[src/rtl/biu_constants_pkg.sv]
// Bus interface unit shared types: transfer size and protection attributes.
package biu_constants_pkg;

    typedef enum logic [2:0] {
        BYTE  = 3'd0,
        HWORD = 3'd1,
        WORD  = 3'd2,
        DWORD = 3'd3,
        QWORD = 3'd4
    } biu_size_t;

    typedef logic [2:0] biu_prot_t;

endpackage

[src/rtl/riscv_cache_pkg.sv]
// Cache geometry helpers plus byte-enable and alignment decode for the tag queue.
package riscv_cache_pkg;
    import biu_constants_pkg::*;

    // SIZE is in KiB, block_size in bits.
    function automatic int unsigned no_of_sets(int unsigned size, int unsigned block_size,
                                               int unsigned ways);
        return (8 * size * 1024) / (block_size * ways);
    endfunction

    function automatic int unsigned no_of_block_offset_bits(int unsigned block_size);
        return $clog2(block_size / 8);
    endfunction

    function automatic int unsigned no_of_index_bits(int unsigned sets);
        return $clog2(sets);
    endfunction

    function automatic int unsigned no_of_tag_bits(int unsigned plen, int unsigned idx_bits,
                                                   int unsigned blk_offs_bits);
        return plen - idx_bits - blk_offs_bits;
    endfunction

    // Unshifted byte-enable mask; a DWORD on a 32-bit bus is clipped to one word.
    function automatic logic [7:0] size2be(biu_size_t size, int unsigned xlen);
        case (size)
            BYTE:    return 8'h01;
            HWORD:   return 8'h03;
            WORD:    return 8'h0f;
            DWORD:   return (xlen == 64) ? 8'hff : 8'h0f;
            default: return 8'h00;
        endcase
    endfunction

    // Address not a multiple of the access size, or size wider than the bus.
    function automatic logic is_misaligned(biu_size_t size, logic [2:0] adr, int unsigned xlen);
        case (size)
            BYTE:    return 1'b0;
            HWORD:   return adr[0];
            WORD:    return |adr[1:0];
            DWORD:   return (xlen == 32) ? 1'b1 : |adr;
            default: return 1'b1;
        endcase
    endfunction

endpackage

[src/rtl/riscv_cache_tag_queue_if.sv]
// Downstream side of the tag queue: head-entry payload plus valid/ready handshake.
interface riscv_cache_tag_queue_if #(
    parameter int unsigned XLEN = 32,
    parameter int unsigned PLEN = XLEN
);
    import biu_constants_pkg::*;

    logic              req_o;
    logic              ready_i;
    logic              wreq_o;
    logic [PLEN-1:0]   adr_o;
    biu_size_t         size_o;
    logic              lock_o;
    biu_prot_t         prot_o;
    logic              we_o;
    logic [XLEN-1:0]   q_o;
    logic [XLEN/8-1:0] be_o;
    logic              misaligned_o;
    logic              invalidate_o;
    logic              clean_o;
    logic              pagefault_o;

    modport master (
        output req_o, wreq_o, adr_o, size_o, lock_o, prot_o, we_o, q_o, be_o,
               misaligned_o, invalidate_o, clean_o, pagefault_o,
        input  ready_i
    );

    modport slave (
        input  req_o, wreq_o, adr_o, size_o, lock_o, prot_o, we_o, q_o, be_o,
               misaligned_o, invalidate_o, clean_o, pagefault_o,
        output ready_i
    );

endinterface

[src/rtl/riscv_cache_tag_fifo.sv]
// FWFT storage with pointers, occupancy and a per-entry clearable flag bit.
module riscv_cache_tag_fifo #(
    parameter int unsigned WIDTH = 8,
    parameter int unsigned DEPTH = 2
) (
    input  logic                       clk,
    input  logic                       rst,
    input  logic                       flush,
    input  logic                       push,
    input  logic                       pop,
    input  logic [WIDTH-1:0]           d,
    input  logic                       flag_d,
    input  logic                       flag_clr,
    output logic [WIDTH-1:0]           q,
    output logic                       flag_q,
    output logic [$clog2(DEPTH+1)-1:0] count
);
    localparam int unsigned PTR_W = $clog2(DEPTH);

    logic [WIDTH-1:0] mem [DEPTH];
    logic [PTR_W-1:0] wptr;
    logic [PTR_W-1:0] rptr;
    logic [DEPTH-1:0] flags;

    // Pointers wrap naturally because DEPTH is a power of two.
    always_ff @(posedge clk) begin
        if (rst || flush) begin
            wptr  <= '0;
            rptr  <= '0;
            count <= '0;
        end else begin
            if (push) wptr <= wptr + 1'b1;
            if (pop)  rptr <= rptr + 1'b1;
            case ({push, pop})
                2'b10:   count <= count + 1'b1;
                2'b01:   count <= count - 1'b1;
                default: count <= count;
            endcase
        end
    end

    // Flag bits are cleared en masse; a same-cycle push cannot escape the clear.
    always_ff @(posedge clk) begin
        if (rst || flush) begin
            flags <= '0;
        end else begin
            if (flag_clr) flags <= '0;
            if (push)     flags[wptr] <= flag_d & ~flag_clr;
        end
    end

    // Payload storage is left unreset; the top masks it while empty.
    always_ff @(posedge clk) begin
        if (push && !rst && !flush) mem[wptr] <= d;
    end

    assign q      = mem[rptr];
    assign flag_q = flags[rptr];

endmodule

[src/rtl/riscv_cache_tag_queue.sv]
// Request queue between the cache core and its tag stage; decodes be/misalignment at push.
module riscv_cache_tag_queue
    import biu_constants_pkg::*;
    import riscv_cache_pkg::*;
#(
    parameter int unsigned XLEN       = 32,
    parameter int unsigned PLEN       = XLEN,
    parameter int unsigned SIZE       = 64,
    parameter int unsigned BLOCK_SIZE = XLEN,
    parameter int unsigned WAYS       = 2,
    parameter int unsigned DEPTH      = 2,
    localparam int unsigned SETS          = no_of_sets(SIZE, BLOCK_SIZE, WAYS),
    localparam int unsigned BLK_OFFS_BITS = no_of_block_offset_bits(BLOCK_SIZE),
    localparam int unsigned IDX_BITS      = no_of_index_bits(SETS),
    localparam int unsigned TAG_BITS      = no_of_tag_bits(PLEN, IDX_BITS, BLK_OFFS_BITS)
) (
    input  logic                       clk_i,
    input  logic                       rst_i,
    input  logic                       flush_i,
    input  logic                       req_i,
    output logic                       ready_o,
    input  logic [PLEN-1:0]            phys_adr_i,
    input  biu_size_t                  size_i,
    input  logic                       lock_i,
    input  biu_prot_t                  prot_i,
    input  logic                       we_i,
    input  logic [XLEN-1:0]            d_i,
    input  logic                       invalidate_i,
    input  logic                       clean_i,
    input  logic                       pagefault_i,
    input  logic                       invalidate_all_blocks_i,
    output logic [TAG_BITS-1:0]        core_tag_o,
    output logic [IDX_BITS-1:0]        idx_o,
    riscv_cache_tag_queue_if.master    bus,
    output logic [$clog2(DEPTH+1)-1:0] count_o
);
    localparam int unsigned BE_W    = XLEN / 8;
    localparam int unsigned ADR_LSB = $clog2(BE_W);
    localparam int unsigned CNT_W   = $clog2(DEPTH + 1);

    typedef struct packed {
        logic [PLEN-1:0] adr;
        biu_size_t       size;
        logic            lock;
        biu_prot_t       prot;
        logic            we;
        logic [XLEN-1:0] d;
        logic [BE_W-1:0] be;
        logic            misaligned;
        logic            clean;
        logic            pagefault;
    } entry_t;

    entry_t                push_entry;
    entry_t                head;
    logic [$bits(entry_t)-1:0] head_bits;
    logic                  head_inv;
    logic [CNT_W-1:0]      count;
    logic                  req;
    logic                  push;
    logic                  pop;
    logic                  misaligned;
    logic [BE_W-1:0]       be;

    assign core_tag_o = phys_adr_i[PLEN-1 -: TAG_BITS];
    assign idx_o      = phys_adr_i[BLK_OFFS_BITS +: IDX_BITS];

    assign req     = (count != '0);
    assign ready_o = (count < CNT_W'(DEPTH));
    assign count_o = count;
    assign push    = req_i & ready_o & ~flush_i;
    assign pop     = req & bus.ready_i & ~flush_i;

    // Byte enables and alignment decoded once, at push time.
    always_comb begin
        misaligned = is_misaligned(size_i, phys_adr_i[2:0], XLEN);
        be         = BE_W'(size2be(size_i, XLEN));
        if (!(size_i == DWORD && XLEN == 32)) begin
            be = misaligned ? '0 : be << phys_adr_i[ADR_LSB-1:0];
        end
    end

    // Pack the incoming request into a storage entry.
    always_comb begin
        push_entry            = '0;
        push_entry.adr        = phys_adr_i;
        push_entry.size       = size_i;
        push_entry.lock       = lock_i;
        push_entry.prot       = prot_i;
        push_entry.we         = we_i;
        push_entry.d          = d_i;
        push_entry.be         = be;
        push_entry.misaligned = misaligned;
        push_entry.clean      = clean_i;
        push_entry.pagefault  = pagefault_i;
    end

    riscv_cache_tag_fifo #(
        .WIDTH ($bits(entry_t)),
        .DEPTH (DEPTH)
    ) u_fifo (
        .clk      (clk_i),
        .rst      (rst_i),
        .flush    (flush_i),
        .push     (push),
        .pop      (pop),
        .d        (push_entry),
        .flag_d   (invalidate_i),
        .flag_clr (invalidate_all_blocks_i),
        .q        (head_bits),
        .flag_q   (head_inv),
        .count    (count)
    );

    assign head = entry_t'(head_bits);

    // Present the head entry, forced to zero while the queue is empty.
    always_comb begin
        bus.req_o        = req;
        bus.wreq_o       = req & head.we;
        bus.adr_o        = req ? head.adr : '0;
        bus.size_o       = req ? head.size : BYTE;
        bus.lock_o       = req & head.lock;
        bus.prot_o       = req ? head.prot : '0;
        bus.we_o         = req & head.we;
        bus.q_o          = req ? head.d : '0;
        bus.be_o         = req ? head.be : '0;
        bus.misaligned_o = req & head.misaligned;
        bus.invalidate_o = req & head_inv;
        bus.clean_o      = req & head.clean;
        bus.pagefault_o  = req & head.pagefault;
    end

endmodule

[src/flat_wrapper.sv]
// flat-port wrapper written by rule: the top's interface ports become plain ports
module riscv_cache_tag_queue_flat import biu_constants_pkg::*; import riscv_cache_pkg::*;
#(
    parameter int unsigned XLEN       = 32,
    parameter int unsigned PLEN       = XLEN,
    parameter int unsigned SIZE       = 64,
    parameter int unsigned BLOCK_SIZE = XLEN,
    parameter int unsigned WAYS       = 2,
    parameter int unsigned DEPTH      = 2,
    localparam int unsigned SETS          = no_of_sets(SIZE, BLOCK_SIZE, WAYS),
    localparam int unsigned BLK_OFFS_BITS = no_of_block_offset_bits(BLOCK_SIZE),
    localparam int unsigned IDX_BITS      = no_of_index_bits(SETS),
    localparam int unsigned TAG_BITS      = no_of_tag_bits(PLEN, IDX_BITS, BLK_OFFS_BITS)
)
  (clk_i, rst_i, flush_i, req_i, ready_o, phys_adr_i, size_i, lock_i, prot_i, we_i, d_i, invalidate_i, clean_i, pagefault_i, invalidate_all_blocks_i, core_tag_o, idx_o, count_o, bus_req_o, bus_wreq_o, bus_adr_o, bus_size_o, bus_lock_o, bus_prot_o, bus_we_o, bus_q_o, bus_be_o, bus_misaligned_o, bus_invalidate_o, bus_clean_o, bus_pagefault_o, bus_ready_i);
  riscv_cache_tag_queue_if #(.XLEN(XLEN), .PLEN(PLEN)) bus_i ();
  input  logic clk_i;
  input  logic rst_i;
  input  logic flush_i;
  input  logic req_i;
  output logic ready_o;
  input  logic [PLEN-1:0] phys_adr_i;
  input  biu_size_t size_i;
  input  logic lock_i;
  input  biu_prot_t prot_i;
  input  logic we_i;
  input  logic [XLEN-1:0] d_i;
  input  logic invalidate_i;
  input  logic clean_i;
  input  logic pagefault_i;
  input  logic invalidate_all_blocks_i;
  output logic [TAG_BITS-1:0] core_tag_o;
  output logic [IDX_BITS-1:0] idx_o;
  output logic [$clog2(DEPTH+1)-1:0] count_o;
  output wire logic [$bits(bus_i.req_o)-1:0] bus_req_o;
  output wire logic [$bits(bus_i.wreq_o)-1:0] bus_wreq_o;
  output wire logic [$bits(bus_i.adr_o)-1:0] bus_adr_o;
  output wire logic [$bits(bus_i.size_o)-1:0] bus_size_o;
  output wire logic [$bits(bus_i.lock_o)-1:0] bus_lock_o;
  output wire logic [$bits(bus_i.prot_o)-1:0] bus_prot_o;
  output wire logic [$bits(bus_i.we_o)-1:0] bus_we_o;
  output wire logic [$bits(bus_i.q_o)-1:0] bus_q_o;
  output wire logic [$bits(bus_i.be_o)-1:0] bus_be_o;
  output wire logic [$bits(bus_i.misaligned_o)-1:0] bus_misaligned_o;
  output wire logic [$bits(bus_i.invalidate_o)-1:0] bus_invalidate_o;
  output wire logic [$bits(bus_i.clean_o)-1:0] bus_clean_o;
  output wire logic [$bits(bus_i.pagefault_o)-1:0] bus_pagefault_o;
  input wire logic [$bits(bus_i.ready_i)-1:0] bus_ready_i;
  assign bus_req_o = bus_i.req_o;
  assign bus_wreq_o = bus_i.wreq_o;
  assign bus_adr_o = bus_i.adr_o;
  assign bus_size_o = bus_i.size_o;
  assign bus_lock_o = bus_i.lock_o;
  assign bus_prot_o = bus_i.prot_o;
  assign bus_we_o = bus_i.we_o;
  assign bus_q_o = bus_i.q_o;
  assign bus_be_o = bus_i.be_o;
  assign bus_misaligned_o = bus_i.misaligned_o;
  assign bus_invalidate_o = bus_i.invalidate_o;
  assign bus_clean_o = bus_i.clean_o;
  assign bus_pagefault_o = bus_i.pagefault_o;
  assign bus_i.ready_i = bus_ready_i;
  riscv_cache_tag_queue #(.XLEN(XLEN), .PLEN(PLEN), .SIZE(SIZE), .BLOCK_SIZE(BLOCK_SIZE), .WAYS(WAYS), .DEPTH(DEPTH)) u_core (.clk_i(clk_i), .rst_i(rst_i), .flush_i(flush_i), .req_i(req_i), .ready_o(ready_o), .phys_adr_i(phys_adr_i), .size_i(size_i), .lock_i(lock_i), .prot_i(prot_i), .we_i(we_i), .d_i(d_i), .invalidate_i(invalidate_i), .clean_i(clean_i), .pagefault_i(pagefault_i), .invalidate_all_blocks_i(invalidate_all_blocks_i), .core_tag_o(core_tag_o), .idx_o(idx_o), .bus(bus_i), .count_o(count_o));
endmodule
[config.mk]
export PLATFORM = sky130hd
export DESIGN_NAME = riscv_cache_tag_queue_flat
export DESIGN_NICKNAME = d
export VERILOG_FILES = /design/src/rtl/biu_constants_pkg.sv /design/src/rtl/riscv_cache_pkg.sv /design/src/rtl/riscv_cache_tag_queue_if.sv /design/src/rtl/riscv_cache_tag_fifo.sv /design/src/rtl/riscv_cache_tag_queue.sv /design/src/flat_wrapper.sv
export SDC_FILE = /design/constraint.sdc
export NUM_CORES = 1
export LEC_CHECK = 0
export BUFFER_PORTS_ARGS = -buffer_cell sky130_fd_sc_hd__buf_4
export CORE_UTILIZATION = 35
export CTS_BUF_LIST = sky130_fd_sc_hd__clkbuf_16
export CTS_CLUSTER_SIZE = 28
export DETAILED_ROUTE_END_ITERATION = 8
export PLACE_DENSITY_LB_ADDON = 0.25
export SYNTH_ARGS = -nofsm -noshare
export SYNTH_HDL_FRONTEND = slang
export SYNTH_HIERARCHICAL = 1
export SYNTH_SLANG_ARGS = --single-unit
[constraint.sdc]
create_clock -name clk_i -period 9.3 [get_ports clk_i]
set_input_delay 1.86 -clock clk_i [delete_from_list [all_inputs] [get_ports clk_i]]
set_output_delay 1.86 -clock clk_i [all_outputs]
set_load 0.02 [all_outputs]
# Yosys cells after proc, flatten, opt, wreduce, memory -nomap -nowiden
# Memory sizes are Yosys's and may differ from the RTL's. A register that Yosys moved wholly into a read port is not among the register bits.
# Index checks and enable logic that the tools add are counted.
[word_totals]
word_cells = 65
ram_bits = 158
reg_bits = 6
output_inout_bits = 115
input_bits = 81
memories = 1
[classes]
bitwise_logic = 13
n_reduce_logical = 11
eq_ne = 5
addsub = 4
n_mux = 22
n_lt_le_gt_ge = 4
n_shift = 1
[mem_list]
columns = ["name", "depth", "word_bits", "read_ports", "rd_clocked_by_memory_dff", "wr", "line", "source"]
rows = [
  ["u_core.u_fifo.mem", 2, 79, 1, 1, 1, "riscv_cache_tag_fifo.sv:20", "logic [WIDTH-1:0] mem [DEPTH];"],
]
[op_table]
columns = ["cell", "n"]
rows = [
  ["32-bit 2-to-1 mux", 2],
  ["4-bit 2-to-1 mux", 3],
  ["4-bit case mux with 3 select lines", 1],
  ["1-bit AND", 11],
  ["1-bit 2-to-1 mux", 7],
  ["3-bit by 2-bit equality test with 1-bit output, second input constant", 2],
  ["2-bit 2-to-1 mux", 3],
  ["3-bit 2-to-1 mux", 2],
  ["1-bit by 2-bit less-than comparator with 1-bit output, second input constant", 2],
  ["2-bit case mux with 2 select lines", 1],
  ["2-bit nonzero test", 2],
  ["2-bit OR reduction", 2],
  ["4-bit by 2-bit left shift with 4-bit output", 1],
  ["3-bit by 1-bit equality test with 1-bit output, second input constant", 1],
  ["1-bit logical AND", 3],
  ["3-bit zero test", 1],
  ["1-bit case mux with 3 select lines", 1],
  ["1-bit adder, second input constant", 2],
  ["2-bit by 1-bit adder with 2-bit output, second input constant", 1],
  ["2-bit bitwise mux", 1],
  ["2-bit by 1-bit equality test with 1-bit output, second input constant", 1],
  ["2-bit equality test, second input constant", 1],
  ["1-bit zero test", 2],
  ["2-bit less-than comparator, second input constant", 1],
  ["5 further kinds", 6],
]

# Longest topological paths before layout
# Gate-level depths: netlist of run 1.
[depth]
word_depth = 7
ltp_mapped = 7
mapped_depth_nobuf = 6

# Modules after synthesis
# Netlist of run 1, hierarchy kept.
[modules_own_cells]
columns = ["mod", "cells_each", "instances", "area_each_um2", "seq_area_each_um2"]
rows = [
  ["riscv_cache_tag_fifo", 278, 1, 6033.3, 4884.7],
  ["riscv_cache_tag_queue", 145, 1, 1133.6, 0.0],
]

# Worst setup path after synthesis of run 1
# No wires, ideal clock.
[synth_path]
path_kind = "input -> register"
startpoint = "input flush_i"
endpoint = "memory u_core/u_fifo/mem[0][0] (netlist bit), enable pin"
setup_ps = 613
path_slack_ps = 865
t_arrival_ps = 7821
required_ps = 8687
path_stages = 3
n_path_buf = 0
path_cell_list = "nor3b_1 inv_1 nor3_1"
[synth_between]
elab_chain_len = 6
word_cells_on_any_way = 7
classes_between = "2 x mux; 2 x bitwise; 3 x reduce/logical"
[synth_rtl]
columns = ["element", "line", "source"]
rows = [
  ["start, declared", "flat_wrapper.sv:19", "input logic flush_i;"],
  ["1-bit NOT", "riscv_cache_tag_queue.sv:71", "assign push = req_i & ready_o & ~flush_i;"],
  ["1-bit AND", "riscv_cache_tag_queue.sv:71", ""],
  ["1-bit logical AND", "riscv_cache_tag_fifo.sv:54", "if (push && !rst && !flush) mem[wptr] <= d;"],
  ["1-bit logical AND *", "riscv_cache_tag_fifo.sv:54", ""],
  ["1-bit 2-to-1 mux *", "riscv_cache_tag_fifo.sv:54", ""],
  ["1-bit 2-to-1 mux (not written as such) *", "riscv_cache_tag_fifo.sv:54", ""],
  ["end, declared", "riscv_cache_tag_fifo.sv:20", ""],
]
# Mark *: on every way between the ends. The rest lies on a longest branch, timed or not.

==> reports/results.ini, run 1 <==
[drt]
vias = 3903
drt_iter0_markers = 122
drtPass1Iterations = 4
remaining_drc_errors = 0
routed_wl_um = 13800
post_drt_via_cell_ratio = 4.49
avgRoutedWirePerCell_um = 15.9
ant_nets = 0

[global_routing]
antenna_found_initial = 0
grt_util_all_layers_pct = 13.7
grt_max_degree = 83
grt_first_pass_wirelength_um = 22300
first_global_vias = 4210
overflow = 0

[setup_path]
critPathMaxFanout = 44
worstPathArrival_ps = 2520
r2r_setup_slack_ps = 6870
path_cells = buf_4 -> mux2_2 -> and2_1 -> buf_4
reg2reg_from = u_core/u_fifo/count[1]
cp_common_cell = buf_4
critPathKind = reg -> out
critPathTopFamily = buffers and inverters
crit_buf_inv = 2
critPathLaunchType = flop
r2r_cells = 5
worstPathRequired_ps = 7440
rr_endpoint = u_core/u_fifo/count[1]
critPathMaxStageDelay_ps = 720
endpoint_kind = output pin
cpMaxStageDelayCell = dfxtp_4

[timing]
holdWs_ps = 513
slew_viol_final = 0
period_needed_ps = 4380
hold_viol = 0
tns_ps = 0
fin_worst_skew_ps = 8.37
rsz0062_at_grt = no
final.period_utilization_pct = 47.1
clock.fmax_mhz = 228
relSlewSlack_pct = 34.3
tightest_slew_ps = 986
finalSetupViolCount = 0

[power]
switchingPower_w = 0.000339
p_leak_nw = 3.51
internal-power_w = 0.00128
vdd_ir_drop_max_v = 0.000125
p_sw_share_pct = 21.0
p_comb_share_pct = 7.6
power.share.clock_pct = 41.3
power_density_nw_per_um2 = 176
p_seq_share_pct = 51.1

[clock_tree]
cts_made_buffers = 17
cts_sinks = 165
cts_tree = yes
clk_latency_ps = 410
postCtsSetupBuffers = 0
htreeDepth = 4
cts-root-buf = clkbuf_16
clk_pin_slew_ps = 60
clock_path_buffers = 2
cts_resized = 0
ctsHoldBuffers = 0

[floorplanning]
num_rows = 51
die_x_um = 145
core-area_um2 = 19800
initial_core_util_pct = 36.2
ioPinCount = 196
fp.dieArea_um2 = 21100
die_h_um = 145

[synth]
yosysTopAreaCell = edfxtp_1
synth.top_cell.area_share_pct = 66.2
syn-num-nets = 505
syn_area_um2 = 7170
yosys-top-cells-area = edfxtp_1 (66%), mux2_2 (11%), and2_4 (7.6%), buf_4 (3.2%), mux2_4 (2.1%)
ys_ff_latch = 165
yosysWarnings = 6
ys_seq_area_share_pct = 68.2
synthCells = 423
yosys.cell_types.count = 32
synth_area_per_cell_um2 = 16.9

[status]
outcome = finished, final reports clean

[finish]
num-nets-final = 673
syn2layout_area_growth_pct = 27.9
fillers = 1770
drive_above_1_share_pct = 62.1
n_antenna_cell = 0

[min_path]
hold_path_end = u_core/u_fifo/flags[0]
worstHoldPathCells = 2
min_from = u_core/u_fifo/flags[0]
hp-class = reg -> reg

[placed_design]
port_buffers = 195
place.gp.congestion = 0.735
place_hpwl_um = 8730

[run]
maxCapViolCount = 0

-- worst min-delay path, delay by kind of cell, from the launching register on --
kind	cells	cell delay (ps)
AOI/OAI and AO/OA	2	140
DFF	1	320
-- flip-flops by register name, summed over array words and instances (netlist names), named ones only --
signal / flops
u_core/u_fifo/flags: 2
u_core/u_fifo/mem: 158
u_core/u_fifo/count: 2
u_core/u_fifo/rptr: 1
u_core/u_fifo/wptr: 1
-- logic make-up after synthesis --
logic type      after synthesis  synth area share, %
compound gates               12                0.925
xor+xnor                      4                0.489
fa+ha+maj                     1                0.175
buf+inv                      54                 5.94
flops                       165                 68.2
mux                          81                 13.2
simple gates                106                 11.1
-- cell type report --
class / instances / area [um2] / area share (%)
well taps: 265 / 332 / 3.62
inverters: 3 / 11.3 / 0.123
multi-input cells: 204 / 1870 / 20.4
clock buffers: 17 / 425 / 4.64
repair buffers: 200 / 1500 / 16.4
clock inverters: 15 / 140 / 1.53
flip-flops and latches: 165 / 4890 / 53.3
-- synth_stat cells --
library cell and count:
and3b_1 1, mux2_4 10, nor2b_1 1, o21ai_0 4, a211oi_1 1, or2_1 1
a31oi_1 1, inv_1 3, or3_1 1, mux2_2 70, buf_6 13, mux2i_1 1
nor2_1 8, nand3b_1 1, a21oi_1 5, nand2b_1 1, buf_4 31, nor4b_1 1
or2_2 2, xor2_1 1, nor3b_1 2, o21bai_1 1, buf_2 7, nor3_1 3
nand3_1 1, ha_1 1, edfxtp_1 158, and2_1 18, dfxtp_1 7, nand2_1 3
and2_4 62, xnor2_1 3
-- metal layers --
layer	global-route usage, %	wire [um]
met1	16.8	5890
met2	23.2	7090
met3	3.77	698
met4	4.32	153
met5	0	0
-- power by group through the flow --
stage	registers (W)	logic (W)	clock network [W]
after floorplan	0.000842	0.0000706	0
after global placement	0.000841	0.000121	0
after detailed placement	0.000841	0.000124	0
after CTS	0.000825	0.000124	0.000692
after global routing	0.000826	0.000131	0.000721
final	0.000825	0.000122	0.000668
-- cell usage in the layout (no fill, tap or decap), types with 3 or more instances in the layout --
master	count
a21oi_1	5
and2_1	18
and2_4	62
buf_4	200
clkbuf_16	17
clkinv_1	4
clkinv_4	4
dfxtp_1	6
edfxtp_1	158
inv_1	4
mux2_2	70
mux2_4	10
nand2_1	3
nor2_1	8
o21ai_0	4
xnor2_1	3
-- through the flow --
stage,area (um2),total power (W),std cells,worst slack (ps),utilization [%]
detailed placement,8600,0.000965,837,5300,43.5
global placement,8600,0.000962,837,5310,43.5
global route,9170,0.00168,869,4760,46.3
finish,9170,0.00162,869,4920,46.3
floorplan,7170,0.000913,423,865,-
CTS,9170,0.00164,869,4850,46.3
-- how the worst max path moves through the flow --
stage / end / slack [ps] / cells after the start
floorplan: u_core/u_fifo/mem[0][0] / 870 / 3
global placement: core_tag_o[7] / 5310 / 2
detailed placement: core_tag_o[15] / 5300 / 2
CTS: bus_we_o / 4850 / 4
global route: bus_we_o / 4760 / 4
finish: bus_we_o / 4920 / 4
(Power assumes the default switching activity.)
==> run 2: changes to the inputs <==
--- a/config.mk
+++ b/config.mk
@@ -5,6 +5,7 @@
 export SDC_FILE = /design/constraint.sdc
 export NUM_CORES = 1
 export LEC_CHECK = 0
+export ABC_AREA = 1
 export BUFFER_PORTS_ARGS = -buffer_cell sky130_fd_sc_hd__buf_4
 export CORE_UTILIZATION = 35
 export CTS_BUF_LIST = sky130_fd_sc_hd__clkbuf_16
==> constraint.sdc (replaced) <==
create_clock -name clk_i -period 4.2 [get_ports clk_i]
set_input_delay 0.84 -clock clk_i [delete_from_list [all_inputs] [get_ports clk_i]]
set_output_delay 0.84 -clock clk_i [all_outputs]
set_load 0.02 [all_outputs]
==> reports/results.ini, run 2 <==
[setup_path]
endpoint_kind = output pin
critPathMaxStageDelay_ps = 680
cpMaxStageDelayCell = dfxtp_4
path_cells = buf_12 -> mux2_2 -> inv_1 -> nor2_1 -> buf_4
worstPathArrival_ps = 2170
worstPathRequired_ps = 3360
critPathLaunchType = flop
crit_buf_inv = 3
critPathMaxFanout = 43
critPathKind = reg -> out
critPathTopFamily = flip-flops
r2r_setup_slack_ps = 1700

[timing]
rsz0062_at_grt = no
layout_setup_ws_ps = 1190
finalSetupViolCount = 0
relSlewSlack_pct = 38.5
hold_viol = 0
clock.fmax_mhz = 332
tightest_slew_ps = 920
tns_ps = 0
slew_viol_final = 0
period_needed_ps = 3010
fin_worst_skew_ps = 5.82
final.period_utilization_pct = 71.6
holdWs_ps = 501

[clock_tree]
cts_resized = 0
htreeDepth = 4
cts_tree = yes
clk_latency_ps = 410
clk_pin_slew_ps = 60
postCtsSetupBuffers = 0
ctsHoldBuffers = 0
clock_path_buffers = 2
cts-root-buf = clkbuf_16
cts_made_buffers = 17
cts_sinks = 165

[floorplanning]
die_x_um = 145
fp.dieArea_um2 = 21000
ioPinCount = 196
core-area_um2 = 19700
initial_core_util_pct = 36.3
die_h_um = 145
num_rows = 51

[synth]
yosysTopAreaCell = edfxtp_1
synth.top_cell.area_share_pct = 66.3
yosys-top-cells-area = edfxtp_1 (66%), mux2_2 (11%), nor2_1 (5.2%), inv_1 (5.2%), buf_4 (3.5%)
synth_edf_count = 158
synth_area_per_cell_um2 = 13.4
async_flop_share_pct = 0
synthCells = 533
yosysWarnings = 6
synthTopCellsByCount = edfxtp_1 (158), nor2_1 (100), inv_1 (99)
syn_area_um2 = 7150
ys_dominant_reg_cell = edfxtp_1
syn-num-nets = 615
yosys.cell_types.count = 20
ys_ff_latch = 165
yosys.cell_count.top_type = edfxtp_1
ys_seq_area_share_pct = 68.3

[finish]
regMostFlops = u_core/u_fifo/mem
top_regs = u_core/u_fifo/mem (158), u_core/u_fifo/count (2), u_core/u_fifo/flags (2)
largest_register_ffs = 158
n_antenna_cell = 0
final_area_um2 = 9300
fillers = 1763
num-nets-final = 786
layout_common_cells = buf_4 (197), edfxtp_1 (158), inv_1 (101)
postLayoutCoreUtil_pct = 47.2
final_common_cell = buf_4
syn2layout_area_growth_pct = 30.0
drive_above_1_share_pct = 43.9

[drt]
drtPass1Iterations = 4
post_drt_via_cell_ratio = 4.39
vias = 4308
routed_wl_um = 14100
avgRoutedWirePerCell_um = 14.3
remaining_drc_errors = 0
ant_nets = 0
drt_iter0_markers = 163

[global_routing]
first_global_vias = 4606
overflow = 0
grt_first_pass_wirelength_um = 22800
grt_max_degree = 80
grt_util_all_layers_pct = 14.0
antenna_found_initial = 0

[run]
maxCapViolCount = 0

[placed_design]
place_worst_setup_slack_ps = 1580
placed_area_um2 = 8660
place_hpwl_um = 9130
port_buffers = 195
place.gp.congestion = 0.760

[power]
p_leak_nw = 3.93
power_density_nw_per_um2 = 403
vdd_ir_drop_max_v = 0.000264

[status]
outcome = finished, final reports clean

[min_path]
hp-class = reg -> reg

==> run 2: metrics by stage <==
| step | total power, W | std cells |
|---|---|---|
| 2_1_floorplan | 0.00200 | 533 |
| 3_3_place_gp | 0.00212 | 950 |
| 3_5_place_dp | 0.00213 | 950 |
| 4_1_cts | 0.00380 | 982 |
| 5_1_grt | 0.00389 | 982 |
| 6_report | 0.00375 | 982 |
==> run 2: path summary, 6_finish.rpt <==
path / from / endpoint / cells after the start
worst max register to register: u_core/u_fifo/count[0] / u_core/u_fifo/count[1] / 11
worst min register to register: u_core/u_fifo/flags[1] / u_core/u_fifo/flags[1] / 2
worst min-delay path: u_core/u_fifo/flags[1] / u_core/u_fifo/flags[1] / 2
worst max-delay path: flop / bus_adr_o[25] / 5
==> run 2: area by class of cell <==
type	instances	area, um2	area share, %
Multi-Input combinational cell	221	1530	16.5
Clock buffer	17	425	4.57
Timing Repair Buffer	200	1540	16.5
Clock inverter	15	213	2.29
Inverter	99	372	4.00
Sequential cell	165	4890	52.6
Tap cell	265	332	3.57
==> run 2: logic make-up after synthesis <==
family | Yosys count | synth area share [%]
buffers and inverters | 147 | 10.5
and+or+nand+nor | 132 | 7.26
DFF | 165 | 68.3
AOI/OAI and AO/OA | 7 | 0.525
muxes | 80 | 13.1
xor gates and xnor gates | 1 | 0.122
adders and majority gates | 1 | 0.175
==> run 2: where the power goes <==
group,total [W],internal [W],switching [W]
combinational,0.000266,0.000121,0.000144
clock,0.00166,0.00105,0.000605
sequential,0.00183,0.00182,0.00000576
total,0.00375,0.00299,0.000755
==> run 2: layer usage <==
| metal | vias up | global-route usage [%] | part of all wire (%) |
|---|---|---|---|
| li1 | 2073 | - | - |
| met1 | 2069 | 16.4 | 42 |
| met2 | 155 | 24.3 | 50 |
| met3 | 11 | 4.31 | 6.6 |
| met4 | 0 | 4.41 | 1.0 |
| met5 | - | 0 | 0 |
==> run 2: worst register-to-register path, cell delays in order, from the launching register on <==
cell and delay, ps:
dfxtp_1 370, nor2_4 740, buf_12 340, inv_1 110
nand2_1 70, nor2_1 60, ha_1 320, inv_1 90
nand2_1 70, nor2_1 100, nor2_1 50, nor2_1 110
